`config.mk`:
```
export PLATFORM = sky130hd
export DESIGN_NAME = mpc_arb
export DESIGN_NICKNAME = d
export VERILOG_FILES = /design/src/rtl/mpc_arb.sv
export SDC_FILE = /design/constraint.sdc
export NUM_CORES = 1
export LEC_CHECK = 0
export BUFFER_PORTS_ARGS = -buffer_cell sky130_fd_sc_hd__buf_2
export CAP_MARGIN = 20
export CORE_UTILIZATION = 45
export CTS_CLUSTER_DIAMETER = 120
export DETAILED_ROUTE_END_ITERATION = 8
export GPL_TIMING_DRIVEN = 0
export HOLD_SLACK_MARGIN = 0.08
export PLACE_DENSITY = 0.79
export SYNTH_ARGS = -nofsm -noshare
export SYNTH_HDL_FRONTEND = slang
export SYNTH_SLANG_ARGS = --single-unit
export TNS_END_PERCENT = 100
```
`constraint.sdc`:
```
create_clock -name clk -period 1.5 [get_ports clk]
set_input_delay 0.075 -clock clk [delete_from_list [all_inputs] [get_ports clk]]
set_output_delay 0.075 -clock clk [all_outputs]
set_load 0.1 [all_outputs]
```
`src/rtl/mpc_arb.sv`:
```
// mpc_arb: two-requester round-robin arbiter in front of a shared mpc datapath.
// Each operation takes three cycles: grant (IDLE edge), result capture (EXEC
// edge) and completion bookkeeping (DONE edge).
//
// Ports:
//   clk        rising-edge clock
//   reset      synchronous active-high reset
//   req0/1     operation requests, held until the matching grant is seen
//   instr0/1   18-bit instructions: [17:16] opcode, [15:8] opr2, [7:0] opr1
//   gnt0/1     one-cycle grant pulses (high only while in EXEC)
//   alu_instr  registered instruction presented to the datapath
//   alu_out    combinational datapath result
//   result     registered result of the last completed operation
//   valid      one-cycle pulse marking result/owner valid
//   owner      requester id of the operation in flight or just completed
//   done_cnt   8-bit wrapping count of completed operations
module mpc_arb (
  input  logic        clk,
  input  logic        reset,
  input  logic        req0,
  input  logic [17:0] instr0,
  output logic        gnt0,
  input  logic        req1,
  input  logic [17:0] instr1,
  output logic        gnt1,
  output logic [17:0] alu_instr,
  input  logic [8:0]  alu_out,
  output logic [8:0]  result,
  output logic        valid,
  output logic        owner,
  output logic [7:0]  done_cnt
);

  localparam logic [1:0] StIdle = 2'd0;
  localparam logic [1:0] StExec = 2'd1;
  localparam logic [1:0] StDone = 2'd2;

  logic [1:0]  r_state;
  logic        r_gnt0;
  logic        r_gnt1;
  logic [17:0] r_alu_instr;
  logic [8:0]  r_result;
  logic        r_valid;
  logic        r_owner;
  logic        r_last_owner;
  logic [7:0]  r_done_cnt;

  logic        w_any_req;
  logic        w_winner;
  logic [17:0] w_win_instr;

  assign w_any_req   = req0 | req1;
  // Under contention the requester not granted last wins; otherwise the lone requester wins.
  assign w_winner    = (req0 && req1) ? ~r_last_owner : req1;
  assign w_win_instr = w_winner ? instr1 : instr0;

  always_ff @(posedge clk) begin
    if (reset) begin
      r_state      <= StIdle;
      r_gnt0       <= 1'b0;
      r_gnt1       <= 1'b0;
      r_alu_instr  <= '0;
      r_result     <= '0;
      r_valid      <= 1'b0;
      r_owner      <= 1'b0;
      r_last_owner <= 1'b1;  // requester 0 wins the first contention
      r_done_cnt   <= '0;
    end else begin
      case (r_state)
        StIdle: begin
          if (w_any_req) begin
            r_gnt0       <= ~w_winner;
            r_gnt1       <= w_winner;
            r_alu_instr  <= w_win_instr;
            r_owner      <= w_winner;
            r_last_owner <= w_winner;
            r_state      <= StExec;
          end
        end
        StExec: begin
          r_gnt0   <= 1'b0;
          r_gnt1   <= 1'b0;
          r_result <= alu_out;
          r_valid  <= 1'b1;
          r_state  <= StDone;
        end
        StDone: begin
          r_valid    <= 1'b0;
          r_done_cnt <= r_done_cnt + 8'd1;  // wraps 255 -> 0
          r_state    <= StIdle;
        end
        default: begin
          r_gnt0  <= 1'b0;
          r_gnt1  <= 1'b0;
          r_valid <= 1'b0;
          r_state <= StIdle;
        end
      endcase
    end
  end

  assign gnt0      = r_gnt0;
  assign gnt1      = r_gnt1;
  assign alu_instr = r_alu_instr;
  assign result    = r_result;
  assign valid     = r_valid;
  assign owner     = r_owner;
  assign done_cnt  = r_done_cnt;

endmodule

```
==> metrics.md, run 1 <==
| Metric | Value |
|---|---|
| Status | completed |
| Routability Congestion | 0.726 |
| Area share of the largest cell type after synthesis | 0.477 |
| Hold depth | 3 |
| Commonest register cell after synthesis | dfxtp_1 |
| Inserted Diodes | 0 |
| CTS Buf Count | 5 |
| CTS tree | done |
| DP Worst Slack | -10.0 ps |
| First-pass GRT wire length | 6640 um |
| Arrival time at the worst endpoint | around 1500 ps |
| Syn nets | 238 |
| Critical path class | reg -> reg |
| Starting density of the core | 0.475 |
| Avg WL per Cell | around 12 um |
| FF-to-FF path depth | 4 |
| Total global routing overflow | 0 |
| Max Fclk | 735 MHz |
| Min-delay src | instr0[14] |
| Clock Path Buffers | 2 |
| Final Non-Filler Cells | 337 |
| All-Layer GR Usage | 0.205 |
| RSZ-0062 raised after global routing | no |
| Final count of hold timing violations | 0 |
| Layout cells sized above 1 | 0.388 |
| PD cells | between 1000 and 1500 nW/um2 |
| Setup crit start | r_state[1]$_SDFFE_PP0P_ |
| Clock transition at path regs | 80 ps |
| Period Utilization, post-route | 0.907 |
| Drt pass-1 iters | 4 |
| Initial DRC Count | 84 |
| Area delta synth->final | 38.7% |
| Synth Instances | roughly 190 |
| Hpwl dp | 2920 um |
| Layout Skew | 6.60 ps |
| Hold WC Path Type | in -> reg |
| Largest net degree at the start of global routing | 13 |
| Die Y-Extent | 64.6 um |
| Vias/cell | roughly 5 |
| Max VDD drop | 0.590 mV |
| Most common cell in the netlist | dfxtp_1 |
| Die W | 64.6 um |
| Syn avg cell area | 9.38 um2 |
| Post-synth ARST share | 0 |
| Area of the core | 3720 um2 |
| Worst EP required | 1670 ps |
| Port bufs | 86 |
| CTS root buf | clkbuf_8 |
| ANT nets after route | 0 |
| Worst rel slew slack | 0.670 |
| Final min period | 1360 ps |
| Yosys warns | 0 |
| IO Pins | a little under 90 |
| Synth area leader | dfxtp_1 |
| Vias in the first global route | about 1,500 |
| Startpoint Class | flop |
| Sequential area share after synthesis | 0.477 |
| Max-cap violations | 0 |
| Antenna violations before repair | 0 |
| Setup ws final | 139 ps |
| Core Rows | 22 |
| Worst reg2reg startpoint | r_state[1]$_SDFFE_PP0P_ |
| EDFF count, synth | 0 |
| Finished Cell Area | around 2400 um2 |
| Max Slew Vio Count | 0 |
| #FFs+latches synth | 42 |
| Post-CTS Setup Inserts | 0 |
| Setup_tns | 0 ps |
| Crit. End Element | flop |
| Final WL | 4090 um |
| # nets final | between 300 and 400 |
| Clock latency at the later pin of the worst-skew pair | 290 ps |
| Post-synth top cells | dfxtp_1, a21oi_1, mux2i_1 |
| Num Clock Sinks | 42 |
| Die ar. | 4180 um2 |
| Static Leak | 1.13 nW |
| Area contributors post-synth | dfxtp_1, mux2i_1, a21oi_1 |
| Placed Area | 2270 um2 |
| Worst-path maximum fanout | 10 |
| Inst Count DP | 322 |
| Distinct cells, synth | 32 |
| DR DRC count | 0 |
| Total number of vias | 1,716 |
| Slew at the pin closest to its max-slew limit | 495 ps |
| Mapped cell area | roughly 1800 um2 |
| Count of final setup violators | 0 |
| H-tree Lvls | 2 |
[cells in the final DEF (no fill, tap or decap), types with 2 or more instances in the layout]
cell type / n
nand2_1: 19
dfxtp_2: 5
clkbuf_8: 5
nand3_1: 2
nor3_1: 3
o31ai_1: 2
a211oi_1: 18
or3_1: 2
or4_1: 2
and2b_1: 2
nand3b_1: 2
buf_2: 91
clkbuf_1: 8
mux2i_1: 20
xnor2_1: 2
dfxtp_4: 3
o21ai_0: 4
a21oi_1: 32
nand4_1: 2
nor2_1: 7
dfxtp_1: 34
dlygate4sd3_1: 9
[state kept, by name, summed over array words and instances (netlist names), 2 cells and up]
register,count
alu_instr,18
r_state,2
done_cnt,8
result,9
[worst max-delay path, stage by stage, from the launching register on]
cell and delay [ps]:
dfxtp_2 380, o21bai_1 250, nor2_4 240, buf_2 270
a211oi_1 100
[power by group]
group / switching (mW) / internal [mW]
Clock: 0.362 / 0.320
Sequential: 0.0526 / 1.20
Combinational: 0.820 / 0.238
Total: 1.24 / 1.76
[layout make-up]
class / instances / area (um2)
fillers: 327 / 1270
flip-flops and latches: 42 / 858
multi-input cells: 130 / 858
repair buffers: 95 / 520
clock buffers: 6 / 72.6
well taps: 48 / 60.1
plain buffers: 13 / 58.8
inverters: 2 / 11.3
clock inverters: 1 / 6.26
[kinds of logic (layout without fill, tap and decap cells)]
kind of cell,after synthesis,after routing,synth area share
mux,21,21,0.120
flops,42,42,0.477
simple gates,46,46,0.138
compound gates,60,60,0.209
buf+inv,16,117,0.0397
fa+ha+maj,1,1,0.00709
xor+xnor,2,2,0.00993
[stage by stage]
step	utilization	power [mW]	hold WS (ps)
finish	0.658	3.00	110
global route	0.658	3.14	125
CTS	0.658	3.02	111
detailed placement	0.611	2.32	326
global placement	0.611	2.31	319
floorplan	-	2.12	211
[timing repair]
item | CTS | global route
hold buffers | 9 | 0
resized for setup | 1 | 2
setup endpoints to repair | 10 | 17
endpoints found under the hold margin | 9 | 0
[per-layer routing]
metal	global-route usage	part of all wire	vias to the layer above
met3	0.0511	0.061	8
met5	0	0	-
met1	0.242	0.45	756
met2	0.353	0.47	65
met4	0.0833	0.015	0
li1	-	-	887
[final timing paths]
| path | endpoint | slack, ps |
|---|---|---|
| max | alu_instr[16]$_SDFFE_PP0P_ | 140 |
| max reg2reg | alu_instr[16]$_SDFFE_PP0P_ | 140 |
| min reg2reg | result[4]$_SDFFE_PP0P_ | 450 |
| min | alu_instr[14]$_SDFFE_PP0P_ | 110 |
(Power assumes the default switching activity.)
==> run 2, diff against run 1 <==
==> constraint.sdc (replaced) <==
create_clock -name clk -period 1.3 [get_ports clk]
set_input_delay 0.065 -clock clk [delete_from_list [all_inputs] [get_ports clk]]
set_output_delay 0.065 -clock clk [all_outputs]
set_load 0.1 [all_outputs]
==> run 2 against run 1 <==
Count of clock-buffer cells in the layout is the same. Sequential cell count is the same. Critical path depth down 1. Non-clock buffer count grew 2. First-iteration DRC count is 21% higher.
==> metrics.md, run 2 (synthesis gave the netlist of run 1 again) <==
| Metric | Value |
|---|---|
| Status | completed (unchanged) |
| Period Utilization, post-route | 0.971 (was 0.907) |
| Setup crit start | r_state[0]$_SDFFE_PP0P_ (was r_state[1]$_SDFFE_PP0P_) |
| Final min period | 1260 ps (was 1360 ps) |
| Layout Skew | 4.95 ps (was 6.60 ps) |
| CTS Buf Count | 5 (unchanged) |
| # nets final | 341 (was 339) |
| Num Clock Sinks | 42 (unchanged) |
| Drt pass-1 iters | 4 (unchanged) |
| Starting density of the core | 0.475 (unchanged) |
| Die ar. | 4180 um2 (unchanged) |
| Slew at the pin closest to its max-slew limit | 567 ps (was 495 ps) |
| Vias/cell | 5.22 (was 5.09) |
| Worst rel slew slack | 0.622 (was 0.670) |
| CTS root buf | clkbuf_8 (unchanged) |
| Worst reg2reg startpoint | r_state[0]$_SDFFE_PP0P_ (was r_state[1]$_SDFFE_PP0P_) |
| Largest stage delay on the critical path | 510 ps (was 380 ps) |
| Arrival time at the worst endpoint | 1480 ps (was 1530 ps) |
| Avg WL per Cell | 12.5 um (was 12.1 um) |
| Clock latency at the later pin of the worst-skew pair | 290 ps (about the same) |
| Hold WC Path Type | in -> reg (unchanged) |
| Hpwl dp | 2870 um (was 2920 um) |
| Vias in the first global route | 1,557 (was 1,510) |
| Area delta synth->final | 42.8% (was 38.7%) |
| Core Rows | 22 (unchanged) |
| RSZ-0062 raised after global routing | yes (was no) |
| PD cells | 1420 nW/um2 (was 1220 nW/um2) |
| Flip-flop count of the largest register after layout | 18 (unchanged) |
| Min-delay src | instr0[0] (was instr0[14]) |
| Port bufs | 86 (unchanged) |
| Die W | 64.6 um (unchanged) |
| Initial DRC Count | 102 (was 84) |
| Total global routing overflow | 0 (unchanged) |
| Finished Core Util | 0.678 (was 0.658) |
| CTS tree | done (unchanged) |
| Final Total Pwr | 3.57 mW (was 3.00 mW) |
| Inserted Diodes | 0 (unchanged) |
| Max-cap violations | 0 (unchanged) |
| Worst path buffer plus inverter count | 0 (was 1) |
| Total number of vias | 1,776 (was 1,716) |
| Most common cell after layout, fill and taps aside | buf_2 (unchanged) |
| ANT nets after route | 0 (unchanged) |
| Final count of hold timing violations | 0 (unchanged) |
| DR DRC count | 0 (unchanged) |
| First-pass GRT wire length | 6760 um (was 6640 um) |
| Slowest-stage cell, CP | or4_1 (was dfxtp_2) |
| Commonest cells after routing, fill and taps aside | buf_2, a21oi_1, dfxtp_1, mux2i_1, nand2_1 (was buf_2, dfxtp_1, a21oi_1, mux2i_1, nand2_1) |
| Max Fclk | 793 MHz (was 735 MHz) |
| Antenna violations before repair | 0 (unchanged) |
| Count of final setup violators | 0 (unchanged) |
| Routability Congestion | 0.752 (was 0.726) |
| Die Y-Extent | 64.6 um (unchanged) |
| IO Pins | 88 (unchanged) |
| H-tree Lvls | 2 (unchanged) |
| Crit. End Element | flop (unchanged) |
| Layout cells sized above 1 | 0.432 (was 0.388) |
| Clock Path Buffers | 2 (unchanged) |
| Worst EP required | 1520 ps (was 1670 ps) |
| Max Slew Vio Count | 0 (unchanged) |
| All-Layer GR Usage | 0.210 (was 0.205) |
| Hold WS | 101 ps (was 110 ps) |
| CP Cell Sequence | nand4b_4 -> or4_1 -> a21oi_2 (was o21bai_1 -> nor2_4 -> buf_2 -> a211oi_1) |
| Area of the core | 3720 um2 (unchanged) |
| Largest net degree at the start of global routing | 14 (was 13) |
| Family with the most delay on the worst path | simple AND/OR/NAND/NOR gates (was flip-flops) |
| Final Non-Filler Cells | 340 (was 337) |
| Critical path class | reg -> reg (unchanged) |
| Clock transition at path regs | 80 ps (about the same) |
| Max VDD drop | 0.831 mV (was 0.590 mV) |
| Inst Count DP | 322 (unchanged) |
| Static Leak | 1.17 nW (was 1.13 nW) |
| Startpoint Class | flop (unchanged) |
| Worst-path maximum fanout | 6 (was 10) |
| Final WL | 4260 um (was 4090 um) |
==> run 2: cell count changes in the layout (fill, tap and decap cells not counted), sizes merged <==
cell,before,now
buf,92,95
clkbuf,13,12
clkinv,0,2
clkinvlp,1,0
==> run 2: layout make-up <==
cell class              instances  area [um2]
clock buffers                   6        82.6
well taps                      48        60.1
clock inverters                 2        11.3
multi-input cells             130         867
plain buffers                  12        68.8
fillers                       327        1200
inverters                       2        11.3
flip-flops and latches         42         876
repair buffers                 98         543
==> run 2: path summary, 6_finish.rpt <==
kind	depth (start not counted)	slack, ps	to
worst min register to register	2	450	result[4]$_SDFFE_PP0P_
worst max-delay path	3	40	done_cnt[7]$_SDFFE_PP0N_
worst min-delay path	3	100	alu_instr[0]$_SDFFE_PP0P_
worst max register to register	3	40	done_cnt[7]$_SDFFE_PP0N_
==> run 2: per-stage QoR <==
| stage | TNS, ps | area, um2 | worst slack, ps |
|---|---|---|---|
| after global placement | -2320 | 2290 | -194 |
| after CTS | 0 | 2480 | 16.8 |
| after floorplan | -143 | 1800 | -88.5 |
| after global routing | -130 | 2520 | -27.1 |
| final | 0 | 2520 | 38.2 |
| after detailed placement | -2750 | 2290 | -197 |
==> run 2: tightest hold or removal path: cells and delay by family <==
family / cells / cell delay (ps)
compound gates: 1 / 80
buf+inv: 1 / 90
mux: 1 / 110
==> run 2: per-layer routing <==
| metal | track usage | routed length [um] |
|---|---|---|
| met2 | 0.351 | 1930 |
| met3 | 0.0475 | 271 |
| met4 | 0.0833 | 57 |
| met5 | 0 | 0 |
| met1 | 0.259 | 2010 |
==> run 2: power by group <==
group	switching [mW]	internal, mW	leakage, nW
clock network	0.450	0.428	0.0515
logic	0.954	0.298	0.769
registers	0.0602	1.38	0.353
total	1.46	2.10	1.17
==> run 2: what timing repair did <==
| action | 4_1_cts | 5_1_grt |
|---|---|---|
| endpoints found under the hold margin | 9 | 0 |
| resized for setup | 6 | 12 |
| buffers inserted | 0 | 3 |
| hold buffers | 9 | 0 |
| endpoints found under the setup margin | 32 | 31 |
| pin swaps | 0 | 1 |
